**src/rtl/m_seq_win_cnt.sv**
```systemverilog
// Per-window bit and error counters for the locked checker. Publishes the
// window error total in err_cnt with a win_done pulse, and flags (combinationally,
// on the closing strobe) when that total exceeds the loss-of-lock threshold.
module m_seq_win_cnt #(
    parameter int WIN_LEN = 255,
    parameter int ERR_THR = 16,
    parameter int CNT_W   = 16
) (
    input  logic             clk,
    input  logic             srst,
    input  logic             clear,      // restart window (lock acquired)
    input  logic             strobe,     // one locked bit consumed
    input  logic             bit_err,    // that bit mismatched the flywheel
    output logic [CNT_W-1:0] err_cnt,
    output logic             win_done,
    output logic             over_thr    // closing strobe with total > ERR_THR
);

    localparam int               BC_W      = $clog2(WIN_LEN);
    localparam logic [BC_W-1:0]  LAST_IDX  = BC_W'(WIN_LEN - 1);
    localparam logic [CNT_W-1:0] CNT_MAX   = '1;
    localparam logic [31:0]      ERR_THR_U = ERR_THR;

    logic [BC_W-1:0]  bit_cnt_q,  bit_cnt_d;
    logic [CNT_W-1:0] win_err_q,  win_err_d;
    logic [CNT_W-1:0] err_cnt_q,  err_cnt_d;
    logic             win_done_q, win_done_d;

    logic [CNT_W-1:0] win_total;
    logic             win_last;

    // Saturating error total including the current bit, and end-of-window detect
    always_comb begin
        win_total = win_err_q;
        if (bit_err && (win_err_q != CNT_MAX)) begin
            win_total = win_err_q + 1'b1;
        end
        win_last = strobe && (bit_cnt_q == LAST_IDX);
        over_thr = win_last && (32'(win_total) > ERR_THR_U);
    end

    // Counter and window-result next state
    always_comb begin
        bit_cnt_d  = bit_cnt_q;
        win_err_d  = win_err_q;
        err_cnt_d  = err_cnt_q;
        win_done_d = 1'b0;
        if (clear) begin
            bit_cnt_d = '0;
            win_err_d = '0;
        end else if (strobe) begin
            if (win_last) begin
                bit_cnt_d  = '0;
                win_err_d  = '0;
                err_cnt_d  = win_total;
                win_done_d = 1'b1;
            end else begin
                bit_cnt_d = bit_cnt_q + 1'b1;
                win_err_d = win_total;
            end
        end
    end

    // Counter registers; err_cnt survives lock loss and is cleared only by reset
    always_ff @(posedge clk) begin
        if (srst) begin
            bit_cnt_q  <= '0;
            win_err_q  <= '0;
            err_cnt_q  <= '0;
            win_done_q <= 1'b0;
        end else begin
            bit_cnt_q  <= bit_cnt_d;
            win_err_q  <= win_err_d;
            err_cnt_q  <= err_cnt_d;
            win_done_q <= win_done_d;
        end
    end

    assign err_cnt  = err_cnt_q;
    assign win_done = win_done_q;

endmodule

```
**config.mk**
```make
export PLATFORM = sky130hd
export DESIGN_NAME = m_seq_win_cnt
export DESIGN_NICKNAME = d
export VERILOG_FILES = /design/src/rtl/m_seq_win_cnt.sv
export SDC_FILE = /design/constraint.sdc
export NUM_CORES = 1
export LEC_CHECK = 0
export ABC_AREA = 0
export CORE_MARGIN = 5
export CORE_UTILIZATION = 56
export CTS_CLUSTER_DIAMETER = 60
export DETAILED_ROUTE_END_ITERATION = 12
export PLACE_DENSITY = 0.79
export SLEW_MARGIN = 20
export SYNTH_ARGS = -nofsm -noshare
export SYNTH_HDL_FRONTEND = slang
export SYNTH_SLANG_ARGS = --single-unit
```
**constraint.sdc**
```tcl
create_clock -name clk -period 3.3 [get_ports clk]
set_clock_uncertainty 0.1 [all_clocks]
set_input_delay 0.66 -clock clk [delete_from_list [all_inputs] [get_ports clk]]
set_output_delay 0.66 -clock clk [all_outputs]
set_load 0.02 [all_outputs]
```
; Word-level counts from Yosys, hierarchy flattened
; Cells that the tools add are included.
[totals]
inputBits = 5
wordCells = 21
output_inout_bits = 18
regBits = 41
[classes]
reduce_logical = 6
n_addsub = 2
bitwise = 2
eq_ne = 2
order_cmp = 1
n_mux = 4
[op_table]
columns = op, count
row1 = 16-bit two-way mux, 2
row2 = "16-bit by 1-bit adder with 16-bit output, second input constant", 1
row3 = "16-bit by 5-bit > comparator with 1-bit output, second input constant", 1
row4 = "16-bit inequality test, second input constant", 1
row5 = "8-bit by 1-bit adder with 8-bit output, second input constant", 1
row6 = "8-bit == test, second input constant", 1
row7 = 8-bit two-way mux, 1
row8 = 1-bit logical AND, 3
row9 = 3-bit AND reduction, 1
row10 = 3-bit OR reduction, 1
row11 = 1-bit inverter, 2
row12 = 2-bit OR reduction, 1
row13 = 1-bit two-way mux, 1

; Depth between registers and ports, before layout
; Gate-level depths: netlist (run 1).
[depth]
depth_word = 5
mapped_depth = 8
ltp_nobuf = 7

; Least setup slack after synthesis (run 1)
; OpenSTA, ideal clock, no wires.
[synth_path]
kind = register to output
startpoint = reg win_err_q[1]
endpoint = out over_thr
required_ps = 2540
arrival_ps = 2223
path_buffers = 0
setup_slack_ps = 317
stages_incl_launch_ff = 8
cell_sequence = dfxtp_1 -> ha_1 -> nand3_1 -> or4_4 -> and4_4 -> xnor2_2 -> nand4_1 -> o41a_1
[synth_via]
elab_chain_cells = 5
[synth_lines]
columns = item, line_no
row1 = "start, declared", 25  ; logic [CNT_W-1:0] win_err_q, win_err_d;
row2 = "start signal, assigned", 73  ; win_err_q <= win_err_d;
row3 = "parallel branches: the longest is 2 deep, another holds 16-bit by 1-bit adder with 16-bit output", n/a
row4 = 16-bit two-way mux *, 35  ; if (bit_err && (win_err_q != CNT_MAX)) begin
row5 = 16-bit by 5-bit > comparator with 1-bit output *, 39  ; over_thr = win_last && (32'(win_total) > ERR_THR_U);
row6 = 1-bit logical AND *, 39
row7 = "end, declared", 16  ; output logic over_thr
; Mark *: on every way between the ends.

; Worst setup path after layout (run 1)
[layout_path]
startpoint = reg win_err_q[0]
endpoint = out over_thr
; Same word-level chain as after synthesis.

==> results of run 1 <==
[layer usage]
layer / vias up / global-route usage / part of all wire
li1: 1059 / - / -
met1: 1101 / 0.3078 / 0.39
met2: 174 / 0.4071 / 0.47
met3: 47 / 0.06732 / 0.095
met4: 0 / 0.09395 / 0.047
met5: - / 0 / 0
[layout by cell type (no fill, tap or decap), types with 8 or more instances in the layout]
| cell | n |
|---|---|
| o21ai_0 | 8 |
| a211oi_1 | 10 |
| buf_4 | 54 |
| nand2_1 | 12 |
| clkdlybuf4s50_1 | 20 |
| xor2_1 | 8 |
| nand4_1 | 11 |
| a21oi_1 | 11 |
| nor2_1 | 55 |
| dfxtp_1 | 36 |
[worst register-to-register path, cell delays in order, from the launching register on]
cell and delay [ns]:
dfxtp_2 0.38, buf_6 0.14, nand4_1 0.21, or3_4 0.41, buf_4 0.15, nor3_1 0.46
buf_4 0.21, nor2_1 0.04, a211oi_1 0.24
[flip-flops by register name, indices dropped and copies added, names as in the netlist]
name,count
bit_cnt_q,8
err_cnt,16
win_done,1
win_err_q,16
[where the power goes]
part	internal (mW)	leakage, nW	switching, mW
sequential	0.495	0.333	0.00151
combinational	0.0166	0.734	0.0277
clock	0.147	0.0450	0.182
total	0.659	1.11	0.211
[cells in the mapped netlist, types with 3 or more instances]
| cell type | number | area share |
|---|---|---|
| ha_1 | 3 | 0.018 |
| o21ai_0 | 8 | 0.019 |
| xnor2_1 | 6 | 0.025 |
| nand4_1 | 11 | 0.032 |
| nand2_1 | 13 | 0.023 |
| a21oi_1 | 11 | 0.026 |
| or3_1 | 4 | 0.012 |
| nand3_1 | 5 | 0.012 |
| clkbuf_1 | 13 | 0.023 |
| buf_2 | 4 | 0.0094 |
| a22oi_1 | 7 | 0.025 |
| a211oi_1 | 10 | 0.035 |
| dfxtp_1 | 41 | 0.38 |
| nor3_1 | 6 | 0.014 |
| nor2_1 | 56 | 0.098 |
| mux2i_1 | 5 | 0.023 |
| xor2_1 | 9 | 0.037 |
| a2bb2oi_1 | 3 | 0.012 |
| inv_1 | 3 | 0.0053 |
[cell families (layout without fill, tap and decap cells)]
logic type,count (synthesis),after routing,share of synthesized area
AND/OR/NAND/NOR,117,117,0.2894
AO/OA/AOI/OAI,51,51,0.1681
buffers and inverters,20,90,0.03749
flip-flops,41,41,0.3843
adder cells (fa/ha/maj),3,3,0.01758
multiplexers,7,7,0.03398
XOR/XNOR,16,16,0.06913
[worst paths after layout]
| path | startpoint | endpoint | slack, ns | cells past startpoint |
|---|---|---|---|---|
| max | win_err_q[0]$_SDFFE_PP0P_ | over_thr | -0.16 | 8 |
| min | err_cnt[1]$_SDFFE_PP0P_ | err_cnt[1]$_SDFFE_PP0P_ | 0.40 | 2 |
| max reg2reg | win_err_q[0]$_SDFFE_PP0P_ | err_cnt[9]$_SDFFE_PP0P_ | 0.88 | 8 |
| min reg2reg | err_cnt[1]$_SDFFE_PP0P_ | err_cnt[1]$_SDFFE_PP0P_ | 0.40 | 2 |
[through the flow]
stage | worst slack [ns] | cells
2_1_floorplan | 0.3168 | 255
3_3_place_gp | -0.6660 | 358
3_5_place_dp | -0.6998 | 358
4_1_cts | 0.004232 | 369
5_1_grt | -0.2663 | 373
6_report | -0.1555 | 373
[repair_timing]
item	4_1_cts	5_1_grt
pin swaps	8	9
endpoints found under the setup margin	1	1
resized for setup	25	12
setup buffers	4	5
[final cells by class]
| cell class | instances | area, sq um |
|---|---|---|
| Timing Repair Buffer | 79 | 655.6 |
| Fill cell | 221 | 719.4 |
| Sequential cell | 41 | 827.0 |
| Inverter | 3 | 11.26 |
| Clock buffer | 6 | 72.57 |
| Clock inverter | 2 | 10.01 |
| Tap cell | 48 | 60.06 |
| Multi-Input combinational cell | 194 | 1333 |
==> impl_metrics.yaml, run 1 <==
run_status:
  status: "finished with violations"
  failed_checks: "negative setup slack"
flow_run:
  max-cap-violations: 0
global_routing:
  grt_max_degree: 28
  grt_pass1_wl_um: 10140
  groute.usage.overall: 0.2474
  antenna_found_initial: 0
  grt_pass1_vias: 2183
  grt_overflow: 0
synthesis:
  synth_cells: 255
  synthesis.nets: 263
  syn_area_per_cell_sq_um: 8.376
  seq_area_frac_synth: 0.3843
  synth_edf_count: 0
  synthFlopType: "dfxtp_1"
  yosysWarnings: 0
  syn-cell-area_sq_um: 2136
  yosysUniqueCellTypes: 50
  async_flop_share: 0
  ys_ff_latch: 41
setup_path:
  max_stage_delay_ns: 0.46
  cp_num_buf_inv: 3
  critPathCaptureType: "output pin"
  path_cells: "buf_6 > nand4_1 > buf_4 > o41a_4 > nor4_4 > nand4_1 > o41a_1 > buf_6"
  critPathLaunchType: "register"
  critPathSlowestCell: "o41a_1"
  path_class: "reg2out"
  cpLargestDelayFamily: "compound AO/OA/AOI/OAI gates"
  required_ns: 2.54
  crit_fanout: 7
  critPathArrivalTime_ns: 2.70
place:
  place_area_sq_um: 2723
  dpl.hpwl_um: 4095
  io_buffers: 22
  gp_congestion: 1.034
finish:
  final_nets: 332
  num_antenna_cells: 0
  design_area_sq_um: 2969
  drive_above_1_share: 0.2985
  syn_to_final_growth_pct: 39.02
  finish.utilization: 0.8050
timing:
  holdWs_ns: 0.3969
  tightest_slew_ns: 0.5880
  fin_tns_setup_ns: -0.1555
  slew_viol_final: 0
  postLayoutSetupSlackWorst_ns: -0.1555
  setup_violations: 1
  finalCritPeriodShare: 1.047
  maxSlewHeadroom: 0.6050
  hold_viol: 0
  max_clock_freq_mhz: 289.4
  rsz0062_at_grt: "yes"
  period_needed_ns: 3.456
detailed_routing:
  avgViaCountPerCell: 6.383
  wl_um: 7068
  post_drt_wl_per_cell_um: 18.95
  first_pass_iters: 5
  drt.antenna.violating_nets: 0
  remaining_drc_errors: 0
  routed-via-count: 2381
  drtIter0Drc: 403
die:
  die_x_um: 71.76
  initial_utilization: 0.5790
  dieArea_sq_um: 5149
  die_h_um: 71.76
  pin_count: 23
  row_count: 22
  core_sq_um: 3689
clock_network:
  cts_root_buffer: "clkbuf_8"
  cts.clk_slew.worst_paths_ns: 0.08
  clock_path_buffers: 2
  cts_hold_buffers: 0
  cts.htree.levels: 2
  cts_tree: "built"
  clock_latency_ns: 0.30
  cts_sinks: 41
  cts_buffers: 5
power_and_ir_drop:
  ir_worst_vdd_mv: 0.2176
  power_uw: 870.2
  powerDensity_nw_per_um2: 293.1
  static-leakage-power_nw: 1.111
worst_hold_path:
  min_path_type: "reg2reg"
Note: power is estimated with default switching activity, not from simulation.
==> run 2, diff against run 1 <==
--- a/config.mk
+++ b/config.mk
@@ -10,6 +10,7 @@
 export CORE_UTILIZATION = 56
 export CTS_CLUSTER_DIAMETER = 60
 export DETAILED_ROUTE_END_ITERATION = 12
+export GPL_TIMING_DRIVEN = 0
 export PLACE_DENSITY = 0.79
 export SLEW_MARGIN = 20
 export SYNTH_ARGS = -nofsm -noshare
==> run 2 against run 1 <==
Net effect:
- the run still ends with negative setup slack left
- worst setup slack improved by 0.099 ns
- fmax increased by 3.0%
- final cell count decreased by 6.2%
- via count decreased by 8.7%
- total power increased by 17%
- sequential share of layout area increased by 2.0 points
- register-to-register slack got worse by 0.27 ns
- non-clock buffer count decreased by 23
- die area unchanged
- largest cell class unchanged
==> impl_metrics.yaml, run 2 (synthesized netlist as in run 1, its figures left out) <==
timing:
  tightest_slew_ns: 1.150
  rsz0062_at_grt: "yes"
  setup_violations: 1
  max_clock_freq_mhz: 297.9
  postLayoutSetupSlackWorst_ns: -0.05631
  holdWs_ns: 0.4012
  finalCritPeriodShare: 1.017
  fin_tns_setup_ns: -0.05631
  period_needed_ns: 3.356
  slew_viol_final: 0
  hold_viol: 0
  maxSlewHeadroom: 0.2236
place:
  place_area_sq_um: 2406
  place_ws_ns: -0.9230
  gp_congestion: 0.8688
  dpl.hpwl_um: 3647
  io_buffers: 21
setup_path:
  required_ns: 2.54
  critPathCaptureType: "output pin"
  path_cells: "ha_4 > and4_4 > nand4_1 > nor2_1 > mux2_2 > nand4b_1 > o41a_1 > buf_6"
  critPathSlowestCell: "o41a_1"
  crit_fanout: 5
  path_class: "reg2out"
  max_stage_delay_ns: 0.44
  critPathLaunchType: "register"
  critPathArrivalTime_ns: 2.60
detailed_routing:
  routed-via-count: 2173
  drt.antenna.violating_nets: 0
  first_pass_iters: 6
  post_drt_wl_per_cell_um: 17.13
  wl_um: 5994
  remaining_drc_errors: 0
  avgViaCountPerCell: 6.209
  drtIter0Drc: 176
global_routing:
  grt_pass1_wl_um: 9142
  grt_pass1_vias: 1923
  grt_max_degree: 14
  antenna_found_initial: 0
  groute.usage.overall: 0.2255
  grt_overflow: 0
clock_network:
  cts_buffers: 5
  clock_latency_ns: 0.30
  cts_hold_buffers: 0
  cts.clk_slew.worst_paths_ns: 0.08
  cts_root_buffer: "clkbuf_8"
  clock_path_buffers: 2
  cts_sinks: 41
  cts_tree: "built"
  cts.htree.levels: 2
finish:
  drive_above_1_share: 0.2550
  final_cell_mix: "56 x nor2_1, 27 x dfxtp_1, 20 x buf_4"
  design_area_sq_um: 2846
  num_antenna_cells: 0
  syn_to_final_growth_pct: 33.27
  final_nets: 309
  fill_cells: 237
  final_common_cell: "nor2_1"
die:
  row_count: 22
  dieArea_sq_um: 5149
  pin_count: 23
  die_h_um: 71.76
  initial_utilization: 0.5790
  core_sq_um: 3689
  die_x_um: 71.76
worst_hold_path:
  min_path_type: "reg2reg"
power_and_ir_drop:
  ir_worst_vdd_mv: 0.3539
  powerDensity_nw_per_um2: 357.3
  static-leakage-power_nw: 0.9848
  power_mw: 1.017
run_status:
  status: "finished with violations"
  failed_checks: "negative setup slack"
flow_run:
  max-cap-violations: 0
==> run 2: cell types whose count changed in the layout (fill, tap and decap cells not counted), moves of 2 or more <==
cell | previous run | this run
dfxtp_4 | 0 | 5
bufinv_16 | 0 | 2
dfxtp_2 | 5 | 9
buf_4 | 54 | 20
clkbuf_1 | 1 | 11
dfxtp_1 | 36 | 27
==> run 2: final cells by class <==
class	count	area, sq um	area share
multi-input cells	194	1351	0.4747
flip-flops and latches	41	850.8	0.2989
repair buffers	40	352.8	0.1240
plain buffers	16	86.33	0.03033
clock buffers	5	68.82	0.02418
clock inverters	3	65.06	0.02286
well taps	48	60.06	0.02110
inverters	3	11.26	0.003956
==> run 2: path summary, 6_finish.rpt <==
check	slack [ns]	startpoint	depth (start not counted)	to
min reg2reg	0.40	err_cnt[2]$_SDFFE_PP0P_	2	err_cnt[2]$_SDFFE_PP0P_
max	-0.06	win_err_q[1]$_SDFFE_PP0P_	8	over_thr
min	0.40	err_cnt[2]$_SDFFE_PP0P_	2	err_cnt[2]$_SDFFE_PP0P_
max reg2reg	0.61	win_err_q[5]$_SDFFE_PP0P_	8	err_cnt[3]$_SDFFE_PP0P_
==> run 2: per-stage QoR <==
stage / utilization / std cells
global placement: 0.6523 / 324
global route: 0.7717 / 350
detailed placement: 0.6523 / 324
floorplan: - / 255
finish: 0.7717 / 350
CTS: 0.7269 / 339
==> run 2: power by group <==
part	switching [mW]	internal [mW]	total, mW
clock network	0.184	0.301	0.484
logic	0.0276	0.0126	0.0402
registers	0.00137	0.491	0.493
==> run 2: layer usage <==
metal,track usage,vias up,wire (um)
met5,0,-,0
met4,0.1148,0,215
li1,-,1013,-
met2,0.3541,119,2757
met3,0.05049,30,497
met1,0.2890,1011,2522
==> run 2: worst max-delay path: cells and delay by family (launching register included) <==
family | cells | cell delay, ns
simple gates | 4 | 0.78
compound gates | 1 | 0.44
flops | 1 | 0.37
buf+inv | 1 | 0.14
fa+ha+maj | 1 | 0.17
mux | 1 | 0.38
==> run 2: what timing repair did <==
action / CTS / global route
gates resized for setup: 39 / 21
endpoints found under the setup margin: 1 / 1
endpoints found under the hold margin: 0 / 0
setup buffers: 8 / 11
pin swaps: 6 / 11
